===== config.mk =====
export PLATFORM = sky130hd
export DESIGN_NAME = mem_port_arbiter
export DESIGN_NICKNAME = d
export VERILOG_FILES = /design/src/rtl/mem_port_arbiter.sv
export SDC_FILE = /design/constraint.sdc
export NUM_CORES = 1
export LEC_CHECK = 0
export CORE_MARGIN = 10
export CORE_UTILIZATION = 38
export DETAILED_ROUTE_END_ITERATION = 8
export PLACE_DENSITY = 0.87
export SLEW_MARGIN = 10
export SYNTH_ARGS = -nofsm -noshare
export SYNTH_HDL_FRONTEND = slang
export SYNTH_SLANG_ARGS = --single-unit

===== constraint.sdc =====
create_clock -name clk -period 3.58 [get_ports clk]
set_input_delay 1.074 -clock clk [delete_from_list [all_inputs] [get_ports clk]]
set_output_delay 1.074 -clock clk [all_outputs]
set_load 0.02 [all_outputs]

===== src/rtl/mem_port_arbiter.sv =====
// Two-requester memory port arbiter: load/store has priority over instruction fetch,
// a streak limiter guarantees fetch progress, and a watchdog aborts unacknowledged transfers.
module mem_port_arbiter #(
   parameter int LS_STREAK_MAX = 4,
   parameter int TIMEOUT       = 16,
   parameter int CNT_W         = 5
) (
   input  logic        clk,
   input  logic        rst,
   input  logic        if_req,
   input  logic [31:0] if_addr,
   output logic        if_done,
   output logic [31:0] if_rdata,
   input  logic        ls_req,
   input  logic        ls_we,
   input  logic [3:0]  ls_be,
   input  logic [31:0] ls_addr,
   input  logic [31:0] ls_wdata,
   output logic        ls_done,
   output logic [31:0] ls_rdata,
   output logic        mem_req,
   output logic        mem_we,
   output logic [3:0]  mem_be,
   output logic [31:0] mem_addr,
   output logic [31:0] mem_wdata,
   input  logic [31:0] mem_rdata,
   input  logic        mem_ack,
   output logic        addr_sel,
   output logic        err
);
   localparam int SW = $clog2(LS_STREAK_MAX + 1);

   typedef enum logic [1:0] {IDLE, OWN_IF, OWN_LS} state_t;

   state_t          r_state, w_next;
   logic [SW-1:0]   r_streak;
   logic [CNT_W-1:0] r_wdog;
   logic            r_we, r_sel;
   logic [3:0]      r_be;
   logic [31:0]     r_addr, r_wdata;
   logic            w_own, w_expired, w_finish, w_grant_ls, w_grant_if, w_streak_full;

   always_comb begin
      w_next        = r_state;
      w_grant_ls    = 1'b0;
      w_grant_if    = 1'b0;
      w_own         = (r_state != IDLE);
      w_streak_full = (r_streak == SW'(LS_STREAK_MAX));
      w_expired     = (r_wdog == CNT_W'(TIMEOUT - 1));
      w_finish      = w_own && (mem_ack || w_expired);
      case (r_state)
         IDLE: begin
            // Fetch wins only once load/store has used up its streak while fetch waits
            if (ls_req && !(if_req && w_streak_full)) begin
               w_grant_ls = 1'b1;
               w_next     = OWN_LS;
            end else if (if_req) begin
               w_grant_if = 1'b1;
               w_next     = OWN_IF;
            end
         end
         OWN_IF, OWN_LS: if (w_finish) w_next = IDLE;
         default:        w_next = IDLE;
      endcase

      // A reset cycle suppresses completion of the transfer it is aborting
      mem_req  = w_own;
      if_done  = (r_state == OWN_IF) && w_finish && !rst;
      ls_done  = (r_state == OWN_LS) && w_finish && !rst;
      err      = w_own && w_expired && !mem_ack && !rst;
      if_rdata = (if_done && mem_ack) ? mem_rdata : 32'h0;
      ls_rdata = (ls_done && mem_ack) ? mem_rdata : 32'h0;
   end

   always_ff @(posedge clk) begin
      if (rst) begin
         r_state  <= IDLE;
         r_streak <= '0;
         r_wdog   <= '0;
         r_we     <= 1'b0;
         r_be     <= 4'h0;
         r_addr   <= 32'h0;
         r_wdata  <= 32'h0;
         r_sel    <= 1'b0;
      end else begin
         r_state <= w_next;
         if (w_own) r_wdog <= w_finish ? '0 : r_wdog + 1'b1;
         if (w_grant_ls) begin
            r_we    <= ls_we;
            r_be    <= ls_be;
            r_addr  <= ls_addr;
            r_wdata <= ls_wdata;
            r_sel   <= 1'b1;
            if (!if_req)            r_streak <= '0;
            else if (!w_streak_full) r_streak <= r_streak + 1'b1;
         end else if (w_grant_if) begin
            r_we     <= 1'b0;
            r_be     <= 4'hF;
            r_addr   <= if_addr;
            r_wdata  <= 32'h0;
            r_sel    <= 1'b0;
            r_streak <= '0;
         end
      end
   end

   assign mem_we    = r_we;
   assign mem_be    = r_be;
   assign mem_addr  = r_addr;
   assign mem_wdata = r_wdata;
   assign addr_sel  = r_sel;

endmodule

# After elaboration in Yosys (flattened, before gate mapping)
# Cells that the tools add are included.
[classes]
eq_ne = 7
addsub = 2
muxes = 25
reduce_logical = 22
[op_table]
columns = ["cell", "count"]
rows = [
  ["2-to-1 mux 32 bit", 6],
  ["logical AND 1 bit", 12],
  ["2-to-1 mux 3 bit", 4],
  ["2-to-1 mux 1 bit", 8],
  ["2-to-1 mux 4 bit", 2],
  ["2-to-1 mux 2 bit", 3],
  ["!= test 3 bit, second input constant", 2],
  ["adder 5 x 1 -> 5 bit, second input constant", 1],
  ["equality test 5 x 4 -> 1 bit, second input constant", 1],
  ["2-to-1 mux 5 bit", 1],
  ["one-hot mux 2 bit (2 select lines)", 1],
  ["AND reduction 2 bit", 2],
  ["nonzero test 2 bit", 2],
  ["adder 3 x 1 -> 3 bit, second input constant", 1],
  ["equality test 3 bit, second input constant", 1],
  ["zero test 1 bit", 3],
  ["equality test 2 x 1 -> 1 bit, second input constant", 1],
  ["equality test 2 bit, second input constant", 1],
  ["zero test 2 bit", 1],
  ["!= test 2 bit, second input constant", 1],
  ["OR reduction 2 bit", 1],
  ["logical OR 1 bit", 1],
]
[totals]
elab_cells = 64
output_inout_bits = 138
regBits = 80
inputBits = 138

# Depth between registers and ports, before layout
# Gate-level depths: netlist (run 1).
[depth]
depth_word = 8
mapped_depth = 8
ltp_nobuf = 6

# Worst setup path before layout (run 1)
# No wires, ideal clock.
[synth_path]
path_type = "input-to-output"
from = "input port rst"
to = "output port err"
stages = 3
n_path_buf = 2
required_ns = 2.506
arrival_ns = 2.161
path_slack_ns = 0.345
path_cell_list = "clkbuf_2 -> clkbuf_1 -> nor4b_1"
[synth_via]
elab_chain_len = 2
[synth_lines]
columns = ["item", "line_no", "rtl"]
rows = [
  ["from (decl)", "9", "input logic rst,"],
  ["zero test 1 bit", "70", "err = w_own && w_expired && !mem_ack && !rst;"],
  ["logical AND 1 bit", "70", ""],
  ["to (decl)", "29", "output logic err"],
]
# No other way between the ends.

# Worst setup path in the final report (run 1)
[layout_path]
from = "input port rst"
to = "output port ls_rdata[1]"
[layout_via]
elab_chain_len = 4
[layout_lines]
columns = ["item", "line_no", "rtl"]
rows = [
  ["zero test 1 bit", "69", "ls_done = (r_state == OWN_LS) && w_finish && !rst;"],
  ["logical AND 1 bit", "69", ""],
  ["logical AND 1 bit", "72", "ls_rdata = (ls_done && mem_ack) ? mem_rdata : 32'h0;"],
  ["2-to-1 mux 32 bit", "72", ""],
  ["to (decl)", "20", "output logic [31:0] ls_rdata,"],
]
# No other way between the ends.

==> results of run 1 <==
[repair_timing]
action	CTS	global route
setup buffers	0	1
pin swaps	0	1
gates resized for setup	144	73
endpoints found under the setup margin	65	62
[per-layer routing]
metal	GRT usage [%]	part of all wire (%)	vias up
li1	-	-	2154
met1	22.7	38	2129
met2	37.6	52	191
met3	7.49	8.2	29
met4	7.68	2.3	0
met5	0	0	-
[power breakdown]
part	switching, µW	internal [µW]
clock network	354	423
logic	472	471
registers	60.4	998
[cells in the mapped netlist, types with 3 or more instances]
cell       count  area share (%)
o32ai_1        3            0.67
and3_2         4            0.76
ha_1           7             2.2
and2_1        65              10
nand3b_1       3            0.57
a22o_1        47              10
nand2_1       71             6.7
dfxtp_1       80              41
o2bb2ai_1     32             7.1
o221a_2        3            0.85
clkbuf_1      18             1.7
a21oi_1       26             3.3
o21ai_0       36             4.6
inv_1          9            0.85
nor2_1         6            0.57
buf_2         22             2.8
[registers in the layout, indices dropped and copies added (netlist names)]
signal     cells
mem_addr      32
mem_wdata     32
r_wdog         5
mem_be         4
r_streak       3
r_state        2
addr_sel       1
mem_we         1
[worst max-delay path: cells and delay by family]
kind,cells,cell delay (ns)
AND/OR/NAND/NOR,3,0.52
buffers and inverters,3,0.86
[logic make-up after synthesis]
kind of cell             after synthesis  synth area share, %
AO/OA/AOI/OAI                        155                 29.0
adder cells (fa/ha/maj)                7                 2.22
buffers and inverters                 53                 6.14
flip-flops                            80                 40.5
AND/OR/NAND/NOR                      167                 22.1
[stage by stage]
stage / utilization (%) / hold WS [ns]
6_report: 66.1 / 0.457
4_1_cts: 69.1 / 0.460
3_5_place_dp: 66.7 / 0.448
5_1_grt: 66.1 / 0.482
3_3_place_gp: 66.7 / 0.443
2_1_floorplan: - / 0.449
[area by class of cell]
cell class                      instances  area (µm²)
Clock buffer                           10         138
Clock inverter                          6        97.6
Fill cell                             867        3460
Inverter                                9        33.8
Multi-Input combinational cell        329        2120
Sequential cell                        80        1600
Tap cell                              136         170
Timing Repair Buffer                  293        2610
[worst max path at each step]
stage	start	endpoint	slack, ns	cells past startpoint
final	rst	ls_rdata[1]	0.03	6
after global routing	rst	ls_rdata[1]	-0.05	6
after CTS	rst	ls_rdata[27]	0.0003	6
after detailed placement	rst	if_rdata[10]	-0.38	6
after global placement	rst	ls_rdata[2]	-0.33	6
after floorplan	rst	err	0.34	3
==> metrics.cfg, run 1 <==
[die]
core_um2=10200
dieArea_um2=14900
ios=276
die_x_um=122
die_h_um=122
rows=37
start_util_pct=38.6

[sta]
tightest_slew_ns=1.12
tns_ns=0
fin_crit_sh_pct=99.0
setup_ws_ns=0.0341
slew_headroom_pct=25.0
post-route-min-period_ns=3.55
hold_viol=0
clock_skew_ns=0.00777
slew_viol_final=0
clock.fmax_ghz=0.282
setup_violations=0

[critical_path]
cp_max_fo=20
endpoint_kind=output pin
crit_slowest_cell=clkdlybuf4s50_1
worstPathArrival_ns=2.47
rr_worst_depth=6
crit_type=input port to output pin
crit_required_ns=2.51
cp-start-kind=input port
worstReg2RegStart=r_state[0]
max_stage_delay_ns=0.44
cp_cell_sequence=clkdlybuf4s50_1 > nor2_2 > and3_2 > buf_12 > and2_1 > clkdlybuf4s15_2
worst_r2r_endpoint=mem_addr[21]
r2r_setup_slack_ns=1.34

[power_and_ir_drop]
finalPower_uw=2780
peakVddDrop_mv=0.251
pwr_density_cell_nw_per_um2=411
leakage_uw=0.00284

[clocking]
clockBufferDepth=2
clk_latency_ns=0.36
htreeDepth=3
cts_root_buffer=clkbuf_8
hold_buffers=0
path_clk_slew_ns=0.09
cts_buffers=9
cts.sink_count=80
cts_tree=yes

[worst_hold_path]
hold-path-cell-count=2
hold_path_class=flip-flop to flip-flop
hp-start=mem_wdata[23]
worstHoldEndpoint=mem_wdata[23]

[placed_design]
gp_congestion=0.897
hpwlAfterDp_um=13200
place_inst=846
placed_area_um2=6820
port_buffers=275
dp_slack_ns=-0.384

[logic_synthesis]
synth_nets=607
synthesis.area_um2=3950
avgSynthCellArea_um2=8.55
synth_edf_count=0
synth_flop_cell=dfxtp_1
synth_warnings=0
synthArstFlopShare_pct=0
synth_cell_types=40
syn_inst=462
synth_seq_cells=80
synth.yosys.seq_area_share_pct=40.5

[routing]
drt-initial-drc-count=297
drtAntennaViolNets=0
drc=0
via_per_inst=5.22
wl_per_cell_um=19.9
drt-pass1-iter-count=4
wl_um=17200
via_count=4503

[grt]
antenna_found_initial=0
grt_pass1_vias=4450
grt_pass1_wl_um=25000
grt_start_max_net_pins=49
gr-usage-all-layers_pct=21.2
overflow=0

[cells_and_area]
drive_gt1_share_pct=15.5
nets=867
fin_cells=863
postLayoutCellArea_um2=6770
mostFrequentLayoutCell=clkdlybuf4s50_1
area_growth_pct=71.2
final_cell_mix=clkdlybuf4s50_1 (208), dfxtp_1 (80), nand2_1 (71)
diodes=0

[flow_run]
drv_cap=0

[outcome]
status=complete, no violations

(Power assumes the default switching activity.)
==> run 2, diff against run 1 <==
- HOLD_SLACK_MARGIN: unset -> 0.08
==> results of run 2 <==
No change in the layout: final DEF, timing and power equal those of run 1.
==> run 3, diff against run 2 <==
- CTS_CLUSTER_DIAMETER: unset -> 60
==> results of run 3 <==
No change in the layout: final DEF, timing and power equal those of run 1.
